===== src/rtl/dmem_arbiter.sv =====
// Arbitrates the single-port data RAM between the CPU datapath and a host/debug port.
// The CPU wins by default; a starvation counter forces a bounded host burst.
module dmem_arbiter #(
  parameter int AW       = 32,
  parameter int DW       = 32,
  parameter int MAX_WAIT = 4,
  parameter int BURST    = 4
) (
  input  logic          clk,
  input  logic          reset,
  input  logic          cpu_req,
  input  logic          cpu_we,
  input  logic [AW-1:0] cpu_addr,
  input  logic [DW-1:0] cpu_wdata,
  output logic [DW-1:0] cpu_rdata,
  output logic          cpu_stall,
  input  logic          host_req,
  input  logic          host_we,
  input  logic [AW-1:0] host_addr,
  input  logic [DW-1:0] host_wdata,
  output logic          host_ack,
  output logic [DW-1:0] host_rdata,
  output logic          host_rvalid,
  output logic          ram_we,
  output logic [AW-1:0] ram_addr,
  output logic [DW-1:0] ram_d_in,
  input  logic [DW-1:0] ram_d_out
);
  localparam int WW = $clog2(MAX_WAIT + 1);
  localparam int BW = $clog2(BURST + 1);
  localparam logic [WW-1:0] WAIT_MAX  = WW'(MAX_WAIT);
  localparam logic [BW-1:0] BURST_MAX = BW'(BURST);

  typedef enum logic {CPU_OWN = 1'b0, HOST_OWN = 1'b1} state_t;

  state_t        state, state_nxt;
  logic [WW-1:0] wait_cnt, wait_nxt;
  logic [BW-1:0] burst_cnt, burst_nxt;
  logic          grant_host;

  always_ff @(posedge clk) begin
    if (reset) begin
      state       <= CPU_OWN;
      wait_cnt    <= '0;
      burst_cnt   <= '0;
      host_rvalid <= 1'b0;
      host_rdata  <= '0;
    end else begin
      state       <= state_nxt;
      wait_cnt    <= wait_nxt;
      burst_cnt   <= burst_nxt;
      host_rvalid <= grant_host & ~host_we;
      if (grant_host && !host_we)
        host_rdata <= ram_d_out;
    end
  end

  always_comb begin
    grant_host = 1'b0;
    state_nxt  = state;
    burst_nxt  = burst_cnt;
    wait_nxt   = wait_cnt;
    case (state)
      CPU_OWN: begin
        grant_host = host_req & (~cpu_req | (wait_cnt == WAIT_MAX));
        if (grant_host) begin
          state_nxt = HOST_OWN;
          burst_nxt = BW'(1);
        end
      end
      HOST_OWN: begin
        grant_host = host_req & (burst_cnt < BURST_MAX);
        if (grant_host) begin
          if (burst_cnt != BURST_MAX)
            burst_nxt = burst_cnt + 1'b1;
        end else begin
          // Handing back always gives the CPU this cycle, so bursts never chain.
          state_nxt = CPU_OWN;
          burst_nxt = '0;
        end
      end
      default: state_nxt = CPU_OWN;
    endcase
    if (!host_req || grant_host)
      wait_nxt = '0;
    else if (wait_cnt != WAIT_MAX)
      wait_nxt = wait_cnt + 1'b1;
  end

  assign host_ack  = grant_host;
  assign cpu_stall = cpu_req & grant_host;
  assign cpu_rdata = ram_d_out;
  assign ram_addr  = grant_host ? host_addr  : cpu_addr;
  assign ram_d_in  = grant_host ? host_wdata : cpu_wdata;
  assign ram_we    = grant_host ? host_we    : (cpu_req & cpu_we);

endmodule


===== config.mk =====
export PLATFORM = sky130hd
export DESIGN_NAME = dmem_arbiter
export DESIGN_NICKNAME = d
export VERILOG_FILES = /design/src/rtl/dmem_arbiter.sv
export SDC_FILE = /design/constraint.sdc
export NUM_CORES = 1
export LEC_CHECK = 0
export BUFFER_PORTS_ARGS = -buffer_cell sky130_fd_sc_hd__buf_2
export CAP_MARGIN = 20
export CORE_AREA = 3 3 114 116
export CTS_CLUSTER_SIZE = 20
export DETAILED_ROUTE_END_ITERATION = 12
export DIE_AREA = 0 0 117 119
export GPL_ROUTABILITY_DRIVEN = 0
export PLACE_DENSITY_LB_ADDON = 0.12
export SYNTH_ARGS = -nofsm -noshare
export SYNTH_HDL_FRONTEND = slang
export SYNTH_SLANG_ARGS = --single-unit

===== constraint.sdc =====
create_clock -name clk -period 1.9 [get_ports clk]
set_clock_uncertainty 0.2 [all_clocks]
set_input_delay 0.095 -clock clk [delete_from_list [all_inputs] [get_ports clk]]
set_output_delay 0.095 -clock clk [all_outputs]
set_load 0.005 [all_outputs]

**Yosys cells after proc, flatten, opt, wreduce, memory -nomap -nowiden**

Cells that the tools add are included.

- Memories kept: 0
- Bits of input ports: 166
- Bits in read-only memories: 0
- Bits in latches: 0
- Logic and storage cells: 39
- RAM bits: 0
- Output and inout bits: 132
- Register bits after elaboration: 40

- Equal/unequal tests: 5
- Bitwise operators: 9
- Div/mod/pow operators: 0
- Multiply operators: 0
- Mux-type cells: 11
- $add $sub $neg: 2
- Order comparisons: 1
- Reductions and logical operators: 6
- Shift operators: 0

Operator list:

| cell | count |
|---|---|
| 2-to-1 mux 32 bit | 2 |
| 2-to-1 mux 3 bit | 3 |
| adder 3 x 1 -> 3 bit, second input constant | 2 |
| inequality test 3 bit, second input constant | 2 |
| one-hot mux 3 bit (2 select lines) | 1 |
| bitwise AND 1 bit | 5 |
| one-hot mux 1 bit (2 select lines) | 2 |
| equality test 3 bit, second input constant | 1 |
| less-than comparator 3 bit, second input constant | 1 |
| 2-to-1 mux 1 bit | 3 |
| inequality test 3 x 2 -> 1 bit, second input constant | 1 |
| NOT 1 bit | 3 |
| zero test 1 bit | 2 |
| inequality test 2 bit, second input constant | 1 |
| AND reduction 2 bit | 1 |
| OR reduction 2 bit | 1 |
| logical AND 1 bit | 1 |
| logical OR 1 bit | 1 |
| bitwise OR 1 bit | 1 |

**Logic depth before layout (Yosys ltp)**

Gate-level depths: netlist (run 1).

- Word-level depth: 6
- Mapped depth: 7
- Gate-level depth less buffers: 6

**Worst setup path before layout (run 1)**

No wires, ideal clock.

- Path type: register to output
- Start point: register wait_cnt[0]
- End point: output ram_addr[0]
- Data required time: 1.605 ns
- Buffers on the path: 2
- Arrival time: 1.650 ns
- Path slack: -0.045 ns
- Cell stages (with the launch flop): 8
- Path through: dfxtp_1 > inv_1 > ha_1 > a21bo_4 > o211ai_4 > buf_12 > buf_12 > mux2_4

- Word-level cells in the longest chain between the ends: 5

Ends and longest elaborated chain:

| what | RTL line | source |
|---|---|---|
| start, declared | 37 | `logic [WW-1:0] wait_cnt, wait_nxt;` |
| start signal, assigned | 50 | `wait_cnt <= wait_nxt;` |
| equality test 3 bit | 65 | `grant_host = host_req & (~cpu_req \| (wait_cnt == WAIT_MAX));` |
| bitwise OR 1 bit | 65 |  |
| bitwise AND 1 bit | 65 |  |
| one-hot mux 1 bit (2 select lines) | 63 | `case (state)` |
| 2-to-1 mux 32 bit | 93 | `assign ram_addr = grant_host ? host_addr : cpu_addr;` |
| end, declared | 25 | `output logic [AW-1:0] ram_addr,` |

Every way passes these cells.

**Worst setup path in the final report (run 1)**

- Start point: register wait_cnt[0]
- End point: output ram_addr[23]

The elaborated chain is that of the path after synthesis.

==> results.toml, run 1 <==
[yosys]
post_synth.cell_area_avg_um2 = 10.22
yosysTopAreaCell = "dfxtp_1"
yosysSeqAreaShare_pct = 27.12
synth_nets = 459
ys_seq_elements = 40
ys_types = 28
ys_warn_count = 0
post-synth-top-area-fraction_pct = 27.12
synth_cells = 289
netlist_area_mm2 = 0.002953
synthTopCellsByArea = "dfxtp_1 (27%), mux2_4 (20%), mux2i_1 (12%)"

[pwr]
p_int_mw = 2.252
switching_power_uw = 749.2
power_mw = 3.002
p_seq_share_pct = 29.8
powerDensity_mw_per_mm2 = 550.6
comb_power_share_pct = 35.8
ir_drop_mv = 0.4267
p_leak_nw = 2.900
pwr-share-clk_pct = 34.4
switching_share_pct = 24.96

[setup_path]
worstPathArrival_ps = 2050
cp_data_required_time_ps = 1600
cp_max_fo = 18
crit_type = "reg -> out"
end_kind = "output pin"
start_kind = "flop"

[cells_and_area]
fillers = 1184
area_growth_pct = 84.62
finalInstanceArea_mm2 = 0.005451
finalNetCount = 776
final_util_pct = 45.39
drive_gt1_share_pct = 68.37

[clocking]
cts-buffers-inserted = 5
path_clk_slew_ps = 60
cts_tree = "done"
insertion_delay_ps = 280
max-clock-path-buffers = 2
root_buffer = "clkbuf_16"
clock_sinks = 40
h-tree-depth = 2

[sta]
fmax_ghz = 0.4272
tightest_slew_ps = 396.1
maxSlewViolCount = 0
hold_violations = 0
fin_crit_ps = 2341
layout_setup_ws_ps = -440.9
setup_viol_count_final = 78
relSlewSlack_pct = 73.60
period_share_pct = 123.2
rsz0062_at_grt = "yes"

[global_route]
grt.total_usage_pct = 14.93
grt_pass1_wl_mm = 16.40
grt_pass1_vias = 3248
antenna_found_initial = 2
grt-ovfl-total = 0
grt_max_degree = 27

[outcome]
violations = "setup timing"
status = "complete, but fails checks"

[detailed_routing]
wl_per_cell_um = 15.29
dr.pass1.iters = 4
antenna_left = 0
routed_wl_mm = 11.56
via_per_inst = 4.242
drtIter0Drc = 64
vias = 3207
drc = 0

[hold_path]
hold_class = "in -> reg"

[floorplan]
io_pins = 298
die_w_um = 117
row_count = 40
start_util_pct = 24.58
dieHeight_um = 119
fp.coreArea_mm2 = 0.01201
die_area_mm2 = 0.01392

[flow_run]
maxCapViolCount = 0

[place]
portBuffers = 297
hpwlAfterDp_mm = 9.106
postPlaceCellArea_mm2 = 0.004427
[per-layer routing]
metal  wire, um  track usage (%)  vias to the layer above
met5          0                0                        -
met4        180            4.301                        0
met3       1015            3.557                        9
met2       6294            29.52                      151
met1       4066            14.93                     1465
li1           -                -                     1582
[cell type report]
class | count | area [um2] | share of cell area [%]
multi-input combinational | 190 | 1773 | 32.52
inverter | 8 | 35.03 | 0.6426
tap | 147 | 183.9 | 3.374
clock buffer | 7 | 152.6 | 2.800
antenna | 2 | 5.005 | 0.09181
sequential | 40 | 803.3 | 14.73
timing repair buffer | 361 | 2469 | 45.28
clock inverter | 1 | 30.03 | 0.5508
[final timing paths]
check / depth (start not counted) / end / slack [ps] / from
worst max-delay path: 8 / ram_addr[23] / -440 / wait_cnt[0]$_SDFFE_PP0N_
worst min-delay path: 3 / wait_cnt[1]$_SDFFE_PP0N_ / 30 / host_req
worst max register to register: 10 / wait_cnt[1]$_SDFFE_PP0N_ / -20 / wait_cnt[0]$_SDFFE_PP0N_
worst min register to register: 2 / host_rdata[14]$_SDFFE_PP0P_ / 250 / host_rdata[14]$_SDFFE_PP0P_
[critical path: stages, from the launching register on]
cell and delay, ps:
dfxtp_2 330, inv_2 40, ha_4 150, a21bo_4 210, o211ai_4 220, buf_12 170
buf_16 180, mux2_4 320, buf_6 120
[state kept, by name (all words and copies together), names as in the netlist]
| signal | flops |
|---|---|
| host_rvalid | 1 |
| burst_cnt | 3 |
| wait_cnt | 3 |
| host_rdata | 32 |
| state | 1 |
[per-stage QoR]
stage	cells	setup TNS (ps)	setup WS, ps	hold slack (ps)
floorplan	289	0	2.286	-32.24
global placement	705	-7416	-164.8	95.63
detailed placement	705	-8598	-192.7	94.82
CTS	753	-27290	-450.2	8.558
global route	756	-33190	-514.6	38.95
finish	756	-26430	-440.9	25.86
[Yosys cell counts, drive strengths merged]
cell	n
a21oi	1
o211ai	1
dfxtp	40
o21a	1
and2	1
buf	45
ha	4
a2111oi	1
inv	8
o2111a	1
nor3	3
nor4b	2
a31o	2
nand2b	1
mux2i	34
nand3b	1
xnor2	1
o21ai	1
a21bo	1
a211oi	2
nand2	68
clkbuf	6
mux2	64
[layout by cell type (no fill, tap or decap), types with 2 or more instances in the layout]
master / Yosys / final
ha_1: 4 / 3
clkbuf_16: 0 / 5
buf_2: 2 / 251
a31o_2: 2 / 2
diode_2: 0 / 2
a211oi_1: 2 / 2
inv_1: 7 / 4
mux2_4: 40 / 53
mux2_2: 24 / 11
buf_16: 0 / 3
inv_2: 1 / 3
dlygate4sd3_1: 0 / 34
nand2_1: 68 / 68
mux2i_1: 34 / 34
buf_4: 33 / 19
buf_6: 5 / 49
dfxtp_1: 40 / 38
buf_12: 5 / 4
nor4b_1: 2 / 2
nor3_2: 0 / 2
dfxtp_2: 0 / 2
clkbuf_8: 0 / 2
[repair_timing]
action                                 CTS  global route
cloned                                   2             0
setup endpoints to repair               67            70
endpoints found under the hold margin   35             0
hold buffers                            34             0
resized for setup                       69            11
pin swaps                                4             1
setup buffers                            4             2
[power by group through the flow]
stage / combinational (mW) / clock (mW) / sequential [mW]
final: 1.08 / 1.03 / 0.894
after floorplan: 0.453 / 0 / 0.914
after global routing: 1.15 / 1.09 / 0.898
after CTS: 1.07 / 1.07 / 0.895
after detailed placement: 0.841 / 0 / 0.912
after global placement: 0.834 / 0 / 0.912
[cells by family (layout without fill, tap and decap cells)]
family                     count (synthesis)  after routing  synth area share [%]
buffers and inverters                     59            377                 15.81
adders and majority gates                  4              4                 1.695
AOI/OAI and AO/OA                         11             11                 3.644
DFF                                       40             40                 27.12
muxes                                     98             98                 41.02
and+or+nand+nor                           76             76                 10.42
other                                      0              2                     0
xor gates and xnor gates                   1              1                0.2967
Note: power is estimated with default switching activity, not from simulation.
==> run 2, diff against run 1 <==
--- a/config.mk
+++ b/config.mk
@@ -7,10 +7,10 @@
 export LEC_CHECK = 0
 export BUFFER_PORTS_ARGS = -buffer_cell sky130_fd_sc_hd__buf_2
 export CAP_MARGIN = 20
-export CORE_AREA = 3 3 114 116
+export CORE_AREA = 2 2 116 118
 export CTS_CLUSTER_SIZE = 20
 export DETAILED_ROUTE_END_ITERATION = 12
-export DIE_AREA = 0 0 117 119
+export DIE_AREA = 0 0 118 120
 export GPL_ROUTABILITY_DRIVEN = 0
 export PLACE_DENSITY_LB_ADDON = 0.12
 export SYNTH_ARGS = -nofsm -noshare
==> run 2 against run 1 <==
Net effect: the flow still finishes with violations (setup timing); register-to-register slack improved by 50 ps; hold slack got worse by 24 ps; cell count rose by 2.8%; critical endpoint is now ram_addr[26].
==> results.toml, run 2 (same netlist as run 1, synthesis figures left out) <==
[detailed_routing]
drtIter0Drc = 82
via_per_inst = 4.162
drc = 0
vias = 3234
wl_per_cell_um = 15.10
dr.pass1.iters = 4
antenna_left = 0
routed_wl_mm = 11.73

[outcome]
status = "complete, but fails checks"
violations = "setup timing"

[cells_and_area]
area_growth_pct = 91.61
n_antenna_cell = 0
top_register = "host_rdata"
finalNetCount = 770
layout_commonest_cell = "buf_2"
drive_gt1_share_pct = 67.89
layout_common_cells = "buf_2 (234), nand2_1 (68), buf_6 (65)"
fillers = 1258
largest_reg_flops = 32
reg_top3 = "host_rdata x32, burst_cnt x3, wait_cnt x3"

[place]
portBuffers = 297
hpwlAfterDp_mm = 8.391
preCtsSetupSlack_ps = -175.4

[setup_path]
cp_max_fo = 8
start_kind = "flop"
end_kind = "output pin"
slowest_stage = "dfxtp_2"
crit_type = "reg -> out"
cp_data_required_time_ps = 1600
worstPathArrival_ps = 2030
cpPeakStageDelay_ps = 330
path_cells = "inv_2 -> ha_4 -> a21bo_4 -> o211ai_4 -> buf_12 -> clkbuf_16 -> mux2_4 -> buf_6"

[clocking]
h-tree-depth = 2
insertion_delay_ps = 280
cts-buffers-inserted = 5
cts_tree = "done"
max-clock-path-buffers = 2
path_clk_slew_ps = 60
root_buffer = "clkbuf_16"
clock_sinks = 40

[floorplan]
row_count = 42
die_w_um = 118
start_util_pct = 22.75
io_pins = 298
die_area_mm2 = 0.01416
dieHeight_um = 120
fp.coreArea_mm2 = 0.01298

[sta]
hold_violations = 0
tightest_slew_ps = 385.6
period_share_pct = 122.1
maxSlewViolCount = 0
rsz0062_at_grt = "yes"
fmax_ghz = 0.4310
layout_setup_ws_ps = -420.0
setup_viol_count_final = 67
fin_crit_ps = 2320
relSlewSlack_pct = 74.30

[pwr]
powerDensity_mw_per_mm2 = 545.6
ir_drop_mv = 0.4291
power_mw = 3.087
p_leak_nw = 2.994

[flow_run]
maxCapViolCount = 0

[global_route]
antenna_found_initial = 0
grt.total_usage_pct = 14.98
grt_pass1_vias = 3175
grt-ovfl-total = 0
grt_pass1_wl_mm = 17.00
grt_max_degree = 48

[hold_path]
hold_class = "in -> reg"
-- run 2: layout make-up --
cell class | count | area (um2) | area share [%]
Sequential cell | 40 | 803.3 | 14.20
Tap cell | 176 | 220.2 | 3.892
Multi-Input combinational cell | 190 | 1800 | 31.82
Timing Repair Buffer | 355 | 2621 | 46.33
Clock inverter | 1 | 30.03 | 0.5307
Clock buffer | 7 | 152.6 | 2.698
Inverter | 8 | 30.03 | 0.5307
-- run 2: final timing paths --
kind	start	to	slack [ps]	cells after the start
worst max-delay path	wait_cnt[0]$_SDFFE_PP0N_	ram_addr[26]	-420	8
worst min-delay path	host_req	wait_cnt[1]$_SDFFE_PP0N_	2	3
worst max register to register	wait_cnt[0]$_SDFFE_PP0N_	wait_cnt[0]$_SDFFE_PP0N_	30	9
worst min register to register	host_rdata[3]$_SDFFE_PP0P_	host_rdata[3]$_SDFFE_PP0P_	250	2
-- run 2: what timing repair did --
item                       CTS  global route
cloned                       5             2
hold buffers                34             0
resized for setup           88            15
hold endpoints to repair    35             0
pin swaps                    2             2
setup endpoints to repair   70            70
buffers inserted             3             1
-- run 2: critical path, delay by kind of cell, from the launching register on --
family                     cells  cell delay [ps]
muxes                          1              300
buffers and inverters          4              530
AOI/OAI and AO/OA              2              420
adders and majority gates      1              150
DFF                            1              330
-- run 2: layer usage --
metal	GRT usage [%]	part of all wire (%)	up-vias
li1	-	-	1563
met1	16.61	39	1501
met2	28.20	52	157
met3	4.325	7.8	13
met4	3.313	1.4	0
met5	0	0	-
-- run 2: per-stage QoR --
stage	std cells	setup TNS (ps)	cell area [um2]	util, %	hold WS (ps)
3_3_place_gp	724	-8274	4375	33.71	92.98
3_5_place_dp	724	-9937	4375	33.71	97.55
6_report	777	-25800	5658	43.59	1.535
2_1_floorplan	289	0	2957	-	-32.24
5_1_grt	777	-30120	5658	43.59	42.46
4_1_cts	774	-26650	5527	42.58	3.099
-- run 2: power breakdown --
group / switching, mW / total [mW] / internal (mW)
Sequential: 0.0185 / 0.894 / 0.875
Clock: 0.338 / 1.03 / 0.692
Combinational: 0.415 / 1.16 / 0.749
